### src/rtl/ad5302_pkg.sv
// Shared definitions for the AD5302 serial-interface receiver: FSM state
// encoding, default address tags and the layout of a 16-bit DAC frame.
package ad5302_pkg;

  typedef enum logic [1:0] {
    S_IDLE  = 2'd0,
    S_SHIFT = 2'd1,
    S_CHECK = 2'd2,
    S_DONE  = 2'd3
  } state_e;

  localparam logic [15:0] ADDRESS_DAC0_DEF = 16'hdac0;
  localparam logic [15:0] ADDRESS_DAC1_DEF = 16'hdac1;

  // AD5302 input shift register layout, MSB first on the wire
  typedef struct packed {
    logic       ab;      // 15: 1 = channel B, 0 = channel A
    logic       bufsel;  // 14: reference buffer control
    logic [1:0] pd;      // 13:12: power-down mode
    logic [7:0] data;    // 11:4: DAC code
    logic [3:0] rsvd;    // 3:0: don't care
  } frame_t;

endpackage

### src/rtl/spi_slave_sync.sv
// Two-flop synchronizer plus one edge-detect flop for a single asynchronous
// input. IDLE sets the level the flops take in reset so that no edge is
// reported while the pipeline drains after reset.
module spi_slave_sync #(
  parameter logic IDLE = 1'b1
) (
  input  logic clk,
  input  logic rst_n,
  input  logic async_i,
  output logic lvl_o,
  output logic fall_o,
  output logic rise_o
);

  logic meta_q;
  logic sync_q;
  logic prev_q;

  // Metastability pair followed by a one-cycle history flop for edge detect
  always_ff @(posedge clk or negedge rst_n) begin
    if (!rst_n) begin
      meta_q <= IDLE;
      sync_q <= IDLE;
      prev_q <= IDLE;
    end else begin
      meta_q <= async_i;
      sync_q <= meta_q;
      prev_q <= sync_q;
    end
  end

  assign lvl_o  = sync_q;
  assign fall_o = prev_q & ~sync_q;
  assign rise_o = ~prev_q & sync_q;

endmodule

### src/rtl/ad5302_rx_module.sv
// AD5302 serial-interface receiver: captures 16-bit frames addressed to one of
// two DAC chips and presents them as {tag, frame} on a valid/ready port.
// Optional macro AD5302_RX_SHADOW_EN adds a model of the DAC input and output
// registers, updated by frame writes and the DLDAC_N strobe.
module ad5302_rx_module
  import ad5302_pkg::*;
#(
  parameter logic [15:0] ADDRESS_DAC0 = ADDRESS_DAC0_DEF,
  parameter logic [15:0] ADDRESS_DAC1 = ADDRESS_DAC1_DEF
) (
  input  logic        clk,
  input  logic        rst_n,
  input  logic        DSYNC0_N,
  input  logic        DSYNC1_N,
  input  logic        DCLK,
  input  logic        DIN,
  input  logic        DLDAC_N,
  output logic [31:0] rx_data,
  output logic        rx_vld,
  input  logic        rx_rdy,
  output logic        rx_ovf,
  output logic        rx_err
`ifdef AD5302_RX_SHADOW_EN
  ,
  output logic [7:0]  dac0_a,
  output logic [7:0]  dac0_b,
  output logic [7:0]  dac1_a,
  output logic [7:0]  dac1_b
`endif
);

  logic s0_lvl, s0_fall, s0_rise;
  logic s1_lvl, s1_fall, s1_rise;
  logic dclk_fall, din_lvl;
  logic unused_dclk_lvl, unused_dclk_rise, unused_din_fall, unused_din_rise;

  spi_slave_sync #(.IDLE(1'b1)) u_sync_s0 (
    .clk(clk), .rst_n(rst_n), .async_i(DSYNC0_N),
    .lvl_o(s0_lvl), .fall_o(s0_fall), .rise_o(s0_rise));
  spi_slave_sync #(.IDLE(1'b1)) u_sync_s1 (
    .clk(clk), .rst_n(rst_n), .async_i(DSYNC1_N),
    .lvl_o(s1_lvl), .fall_o(s1_fall), .rise_o(s1_rise));
  spi_slave_sync #(.IDLE(1'b0)) u_sync_dclk (
    .clk(clk), .rst_n(rst_n), .async_i(DCLK),
    .lvl_o(unused_dclk_lvl), .fall_o(dclk_fall), .rise_o(unused_dclk_rise));
  spi_slave_sync #(.IDLE(1'b0)) u_sync_din (
    .clk(clk), .rst_n(rst_n), .async_i(DIN),
    .lvl_o(din_lvl), .fall_o(unused_din_fall), .rise_o(unused_din_rise));

  state_e      state_q;
  logic [4:0]  cnt_q;
  logic [15:0] sr_q;
  logic        chan_q;
  logic        err_q;
  logic        load_q;
  logic [1:0]  flush_q;
  logic [1:0]  armed_q;
  logic [31:0] rx_data_q;
  logic        rx_vld_q;
  logic        rx_ovf_q;

  logic        start0, start1, sel_lvl, sel_rise, oth_fall;
  frame_t      frame_w;
  logic [31:0] word_w;

  assign start0   = s0_fall & armed_q[0];
  assign start1   = s1_fall & armed_q[1];
  assign sel_lvl  = chan_q ? s1_lvl  : s0_lvl;
  assign sel_rise = chan_q ? s1_rise : s0_rise;
  assign oth_fall = chan_q ? s0_fall : s1_fall;
  assign frame_w  = sr_q;
  assign word_w   = {(chan_q ? ADDRESS_DAC1 : ADDRESS_DAC0), frame_w};

  // A select must be seen high after reset (once the synchronizers have
  // drained) before its falling edge may open a frame, so a frame already in
  // progress at reset release is never joined halfway through.
  always_ff @(posedge clk or negedge rst_n) begin
    if (!rst_n) begin
      flush_q <= 2'd0;
      armed_q <= 2'b00;
    end else begin
      if (flush_q != 2'd3) flush_q <= flush_q + 2'd1;
      else                 armed_q <= armed_q | {s1_lvl, s0_lvl};
    end
  end

  // Frame FSM: select detection, bit shifting, abort handling
  always_ff @(posedge clk or negedge rst_n) begin
    if (!rst_n) begin
      state_q <= S_IDLE;
      cnt_q   <= 5'd0;
      sr_q    <= 16'd0;
      chan_q  <= 1'b0;
      err_q   <= 1'b0;
      load_q  <= 1'b0;
    end else begin
      err_q  <= 1'b0;
      load_q <= 1'b0;
      case (state_q)
        S_IDLE: begin
          if (start0 && start1) begin
            err_q <= 1'b1;
          end else if (start0 || start1) begin
            // the other select must be idle high, otherwise both are low
            if (start0 ? s1_lvl : s0_lvl) begin
              state_q <= S_SHIFT;
              chan_q  <= start1;
              cnt_q   <= 5'd0;
            end else begin
              err_q <= 1'b1;
            end
          end
        end
        S_SHIFT: begin
          if (oth_fall || sel_rise) begin
            err_q   <= 1'b1;
            sr_q    <= 16'd0;
            state_q <= S_IDLE;
          end else if (dclk_fall) begin
            sr_q  <= {sr_q[14:0], din_lvl};
            cnt_q <= cnt_q + 5'd1;
            if (cnt_q == 5'd15) state_q <= S_CHECK;
          end
        end
        S_CHECK: begin
          state_q <= S_DONE;
          load_q  <= 1'b1;
        end
        S_DONE: begin
          if (sel_lvl) state_q <= S_IDLE;
        end
      endcase
    end
  end

  // Output word register with valid/ready handshake and overwrite flag
  always_ff @(posedge clk or negedge rst_n) begin
    if (!rst_n) begin
      rx_data_q <= 32'd0;
      rx_vld_q  <= 1'b0;
      rx_ovf_q  <= 1'b0;
    end else begin
      rx_ovf_q <= 1'b0;
      if (load_q) begin
        rx_data_q <= word_w;
        rx_vld_q  <= 1'b1;
        rx_ovf_q  <= rx_vld_q & ~rx_rdy;
      end else if (rx_vld_q && rx_rdy) begin
        rx_vld_q <= 1'b0;
      end
    end
  end

  assign rx_data = rx_data_q;
  assign rx_vld  = rx_vld_q;
  assign rx_ovf  = rx_ovf_q;
  assign rx_err  = err_q;

`ifdef AD5302_RX_SHADOW_EN
  logic ld_fall, unused_ld_lvl, unused_ld_rise;
  logic [7:0] in0a_q, in0b_q, in1a_q, in1b_q;
  logic [7:0] in0a_d, in0b_d, in1a_d, in1b_d;
  logic [7:0] dac0a_q, dac0b_q, dac1a_q, dac1b_q;

  spi_slave_sync #(.IDLE(1'b1)) u_sync_ldac (
    .clk(clk), .rst_n(rst_n), .async_i(DLDAC_N),
    .lvl_o(unused_ld_lvl), .fall_o(ld_fall), .rise_o(unused_ld_rise));

  // Next input-register contents; a completed frame writes one channel
  always_comb begin
    in0a_d = in0a_q;
    in0b_d = in0b_q;
    in1a_d = in1a_q;
    in1b_d = in1b_q;
    if (load_q) begin
      case ({chan_q, frame_w.ab})
        2'b00:   in0a_d = frame_w.data;
        2'b01:   in0b_d = frame_w.data;
        2'b10:   in1a_d = frame_w.data;
        default: in1b_d = frame_w.data;
      endcase
    end
  end

  // Input registers, and the LDAC copy which sees a same-cycle write
  always_ff @(posedge clk or negedge rst_n) begin
    if (!rst_n) begin
      in0a_q <= 8'd0; in0b_q <= 8'd0; in1a_q <= 8'd0; in1b_q <= 8'd0;
      dac0a_q <= 8'd0; dac0b_q <= 8'd0; dac1a_q <= 8'd0; dac1b_q <= 8'd0;
    end else begin
      in0a_q <= in0a_d; in0b_q <= in0b_d; in1a_q <= in1a_d; in1b_q <= in1b_d;
      if (ld_fall) begin
        dac0a_q <= in0a_d; dac0b_q <= in0b_d;
        dac1a_q <= in1a_d; dac1b_q <= in1b_d;
      end
    end
  end

  assign dac0_a = dac0a_q;
  assign dac0_b = dac0b_q;
  assign dac1_a = dac1a_q;
  assign dac1_b = dac1b_q;
`else
  logic unused_ldac;
  assign unused_ldac = DLDAC_N;
`endif

endmodule

### config.mk
export PLATFORM = sky130hd
export DESIGN_NAME = ad5302_rx_module
export DESIGN_NICKNAME = d
export VERILOG_FILES = /design/src/rtl/ad5302_pkg.sv /design/src/rtl/spi_slave_sync.sv /design/src/rtl/ad5302_rx_module.sv
export SDC_FILE = /design/constraint.sdc
export NUM_CORES = 1
export LEC_CHECK = 0
export BUFFER_PORTS_ARGS = -buffer_cell sky130_fd_sc_hd__buf_2
export CAP_MARGIN = 20
export CORE_MARGIN = 10
export CORE_UTILIZATION = 59
export CTS_CLUSTER_DIAMETER = 100
export CTS_CLUSTER_SIZE = 40
export DETAILED_ROUTE_END_ITERATION = 10
export PLACE_DENSITY_LB_ADDON = 0.1
export SKIP_LAST_GASP = 1
export SYNTH_ARGS = -nofsm -noshare
export SYNTH_HDL_FRONTEND = slang
export SYNTH_HIERARCHICAL = 1
export SYNTH_SLANG_ARGS = --single-unit
### constraint.sdc
create_clock -name clk -period 4.4 [get_ports clk]
set_clock_uncertainty 0.05 [all_clocks]
set_input_delay 0.44 -clock clk [delete_from_list [all_inputs] [get_ports clk]]
set_output_delay 0.44 -clock clk [all_outputs]
set_load 0.005 [all_outputs]
=== Word level (Yosys, flattened, before mapping) ===
Index checks and enable logic that the tools add are counted.

* Reduce and logical (&&, ||, !) cells: 12
* Mux-type cells: 30
* Div/mod/pow operators: 0
* Bitwise operators: 16
* Shifts and indexed selects: 0
* Equal/unequal tests: 13
* Order comparisons: 0
* Multiply operators: 0
* Add/subtract/negate cells: 2

{| class="wikitable"
|+ Operators with widths
! cell !! number
|-
| 16-bit two-way mux || 2
|-
| 5-bit two-way mux || 5
|-
| 2-bit two-way mux || 7
|-
| 2-bit != test (second input constant) || 7
|-
| 1-bit two-way mux || 13
|-
| 6-bit AND reduction || 2
|-
| 5-bit case mux with 2 select lines || 1
|-
| 1-bit bitwise AND || 8
|-
| 2-bit case mux with 4 select lines || 1
|-
| 1-bit NOT || 7
|-
| 3-bit != test (second input constant) || 2
|-
| 2-bit nonzero test || 3
|-
| 5-bit by 1-bit adder with 5-bit output (second input constant) || 1
|-
| 5-bit by 4-bit == test with 1-bit output (second input constant) || 1
|-
| 2-bit == test (second input constant) || 2
|-
| 4-bit AND reduction || 1
|-
| 2-bit by 1-bit adder with 2-bit output (second input constant) || 1
|-
| 2-bit by 1-bit == test with 1-bit output (second input constant) || 1
|-
| 1-bit logical AND || 2
|-
| 2-bit zero test || 1
|-
| 1-bit logical OR || 2
|-
| 2-bit bitwise OR || 1
|-
| 1-bit case mux with 2 select lines || 1
|-
| 2-bit AND reduction || 1
|}

* Memory bits (read-only): 0
* RAM bits: 0
* Word-level logic and storage cells: 95
* Output and inout port bits: 35
* Memories: 0
* Input bits: 8
* Flip-flop bits (word level): 75
* Latch bits: 0

=== Depth between registers and ports, before layout ===
* Depth after elaboration: 8
* Gate-level depth with buffers: 7
* Mapped depth without buffers: 6

=== Modules after synthesis ===
The synthesis kept the hierarchy.

{| class="wikitable"
|+ Modules (own cells, without submodules)
! module !! cells an instance !! area an instance (µm²) !! instances !! seq. area each (µm²)
|-
| ad5302_rx_module || 177 || 2189.6 || 1 || 1251.2
|-
| spi_slave_sync at u_sync_s0 ... || 5 || 93.8 || 2 || 78.8
|-
| spi_slave_sync at u_sync_dclk ... || 5 || 90.1 || 2 || 75.1
|}

=== Worst setup path after synthesis ===
Ideal clock, no wire load.

* Path kind: register to register
* From: register u_sync_s0.prev_q
* To: register cnt_q[3]
* Setup slack: 2279 ps
* Data required time: 4281 ps
* Setup time: 69 ps
* Clock period less this slack: 2121 ps
* Buffers on the path: 1
* Data arrival time: 2002 ps
* Stages on the path, launching flop included: 7
* Cells stage by stage: dfstp_2 and2b_2 or4b_4 and2_4 buf_6 or4_1 nand3_1

* Longest elaborated chain between the ends: 6
* Elaborated cells between the ends (all ways): 15
* Those cells by class: eq/ne (4); mux (3); bitwise (4); reduce/logical (4)

{| class="wikitable"
|+ Ends and longest elaborated chain
! what !! RTL line !! source
|-
| from (decl) || spi_slave_sync.sv:17 || <nowiki>logic prev_q;</nowiki>
|-
| from (signal assigned) || spi_slave_sync.sv:28 || <nowiki>prev_q <= sync_q;</nowiki>
|-
| 1-bit NOT || spi_slave_sync.sv:34 || <nowiki>assign rise_o = ~prev_q & sync_q;</nowiki>
|-
| 1-bit bitwise AND || spi_slave_sync.sv:34 ||
|-
| named net s0_rise || ad5302_rx_module.sv:32 || <nowiki>logic s0_lvl, s0_fall, s0_rise;</nowiki>
|-
| 1-bit two-way mux || ad5302_rx_module.sv:69 || <nowiki>assign sel_rise = chan_q ? s1_rise : s0_rise;</nowiki>
|-
| 1-bit logical OR || ad5302_rx_module.sv:115 || <nowiki>if (oth_fall || sel_rise) begin</nowiki>
|-
| 2-bit != test (no line) || -- ||
|-
| 6-bit AND reduction (no line) || -- ||
|-
| to (signal assigned) || ad5302_rx_module.sv:121 || <nowiki>cnt_q <= cnt_q + 5'd1;</nowiki>
|-
| to (decl) || ad5302_rx_module.sv:51 || <nowiki>logic [4:0] cnt_q;</nowiki>
|}

The timed path passes the listed nets, and every way through them passes these cells.
A chain may end at the register's enable or synchronous reset.

=== Worst setup path after layout ===
Same ends and word-level chain as after synthesis.

==> impl_results.rst <==
.. list-table::
   :header-rows: 1

   * - Metric
     - Value
   * - Effective utilization at floorplan
     - 0.6183
   * - Number of buffers added on ports
     - 33
   * - Outcome
     - completed
   * - Share of post-route cells with drive strength above 1
     - 0.3493
   * - Area of the die
     - around 0.0073 sq mm
   * - Critical path cell sequence
     - and2b_2 > or4b_4 > and2_4 > or4_1 > nand3_1
   * - WS Path Type
     - flop to flop
   * - Area of the mapped netlist
     - 0.002509 sq mm
   * - Root Buffer Master
     - sky130_fd_sc_hd__clkbuf_8
   * - Total number of placement rows
     - 23
   * - Source-to-sink clock delay at the later pin of the worst-skew pair
     - 0.32 ns
   * - Overflow after GRT
     - 0
   * - Cell type group with the largest total delay on the critical path
     - simple AND/OR/NAND/NOR gates
   * - DR pass1 iterations
     - 4
   * - Cells after Synth
     - between 150 and 200
   * - Total inserted antenna cells
     - 0
   * - Height of the chip
     - 85.21 microns
   * - Count of endpoints failing setup in the final report
     - 0
   * - Critical-path top delay cell
     - sky130_fd_sc_hd__dfstp_2
   * - Clk pin slew, worst setup/hold paths
     - roughly 0.07 ns
   * - Residual antenna-violating net count after detailed routing
     - 0
   * - Global-route wire length before repair
     - 7955 microns
   * - CTS tree
     - done
   * - Kind of end point of the critical path
     - flop
   * - Maximum level of the CTS H-tree
     - 3
   * - Worst-path fanout max
     - 8
   * - Post-CTS Repair Setup Buffers
     - 0
   * - Min-delay worst type
     - input pin to flop
   * - Sink Count
     - 61
   * - Number of top-level pins
     - 43
   * - Total negative slack for setup checks
     - 0 ns
   * - Int Power
     - 939.2 uW
   * - Number of global-route vias before repair
     - around 1600
   * - Area of the multi-input gates
     - 838.3 sq um
   * - Most common cell after layout, fill and taps aside
     - sky130_fd_sc_hd__dfrtp_1
   * - Max capacitance violation total
     - 0
   * - Met1 demand-to-capacity share in global routing
     - 0.1613
   * - Routed vias
     - about 1600
   * - Estimated wirelength of the detail-placed design
     - 3155 microns
   * - Total placed cells including tap cells
     - 262
   * - Most used cells in the layout excluding fill and tap cells
     - 55 x sky130_fd_sc_hd__dfrtp_1, 33 x sky130_fd_sc_hd__buf_2, 18 x sky130_fd_sc_hd__mux2_2
   * - Post-Syn Area per Cell
     - 13.00 sq um
   * - Number of fill cells in the layout
     - between 200 and 300
   * - Area delta synth->final
     - 12.77%
   * - GR met3 Demand/Resource
     - 0.06501
   * - Arrival time of the worst setup path
     - about 2.4 ns
   * - Buffers from clock root to sink, at most
     - 2
   * - Final Cycle Share
     - 0.4861
   * - Detail-routed net length per standard cell
     - 16.45 microns
   * - Final hold violation count
     - 0
   * - Fraction of power consumed by the clock network
     - 0.386
   * - Sum of routed wire length over all layers
     - 4589 microns
   * - Total clock buffers created by CTS
     - 9
   * - Detailed-route vias per instance
     - ~5.7
   * - Leakage power total
     - 1.465 nW
   * - Peak supply drop
     - 0.0003261 V
   * - Peak-usage layer in the global routing report
     - met2
   * - RePlAce Congestion
     - 0.7551
   * - DIE WIDTH
     - 85.21 microns
   * - Register area
     - 0.001534 sq mm
   * - Hold buffer count at cts
     - 0
   * - Maximum number of pins on one net before global-route repair
     - 62
   * - Data required time of the worst path
     - 4.61 ns
   * - Slew of the pin with the lowest slew margin
     - 0.7944 ns
   * - Sort of element at the start of the critical path
     - flop
   * - Final min period
     - 2.139 ns
   * - Setup repair after global routing missed its margin
     - no
   * - Initial antenna violation count
     - 0
   * - Post-Layout Cell Count
     - roughly 280
   * - Yosys synthesis warning count
     - 6
   * - Core footprint
     - 0.004058 sq mm
   * - Count of buffer and inverter cells on the critical path
     - 0
   * - Final count of pins violating max slew
     - 0
   * - Sequential power share
     - 0.501
   * - Power Density
     - 451.2 mW/mm^2
   * - Combinational cell fraction of total power
     - 0.113
   * - Max frequency
     - between 400 and 500 MHz
   * - Power dissipated by switching net loads
     - 337.3 uW
   * - Worst slew margin relative to its limit
     - 0.4704
   * - Number of cells upsized or downsized after cts
     - 0
   * - Overall Global Routing Usage
     - 0.1340
   * - Switching part of the total power
     - 0.2643
   * - Number of nets in the final layout
     - 235
   * - Number of DRC markers in iteration 0
     - 93
   * - Met2 track demand over resource in global routing
     - 0.1982
   * - Residual DRC count
     - 0
   * - Maximum cell stage delay along the critical path
     - between 0.5 and 0.6 ns
-- final timing paths --
check / start / to / slack, ns / depth (start not counted)
min in group asynchronous: rst_n / cnt_q[4] / 0.21 / 2
max reg2reg: u_sync_s0/prev_q / cnt_q[3] / 2.26 / 5
min: DSYNC1_N / u_sync_s1/meta_q / 0.17 / 1
max: u_sync_s0/prev_q / cnt_q[3] / 2.26 / 5
min reg2reg: u_sync_dclk/meta_q / u_sync_dclk/lvl_o / 0.30 / 0
max in group asynchronous: rst_n / u_sync_din/meta_q / 3.61 / 2
-- state kept, by name (all words and copies together), names as in the netlist, 2 cells and up, named ones only --
register	flops
cnt_q	5
armed_q	2
rx_data	18
frame_w	16
flush_q	2
-- through the flow --
step           hold WS [ns]  power [mW]  setup WS (ns)  utilization  cell area, sq um
2_1_floorplan       0.09441      0.7529          2.279            -              2535
5_1_grt              0.1454       1.341          2.170       0.6972              2829
3_3_place_gp         0.2850      0.7725          2.233       0.6454              2619
4_1_cts              0.1515       1.282          2.158       0.6953              2821
6_report             0.1681       1.276          2.261       0.6972              2829
3_5_place_dp         0.2871      0.7866          2.178       0.6454              2619
-- per-layer routing --
metal	wire (microns)	vias to the layer above	part of all wire
met5	0	-	0
met4	46	0	0.010
met3	413	4	0.090
met2	2105	52	0.46
met1	2023	791	0.44
li1	-	730	-
-- final cells by class --
cell class | count | area share
sequential | 61 | 0.5422
multi-input combinational | 114 | 0.2963
timing repair buffer | 35 | 0.06369
clock buffer | 12 | 0.05484
tap | 50 | 0.02211
clock inverter | 4 | 0.01681
inverter | 3 | 0.003981
-- power groups by stage --
stage	Clock [mW]	Sequential, mW	Combinational (mW)
finish	0.493	0.639	0.144
global route	0.534	0.646	0.161
CTS	0.505	0.637	0.139
detailed placement	0	0.647	0.139
global placement	0	0.642	0.130
floorplan	0	0.618	0.135
Power figures use the tool's default switching activity.
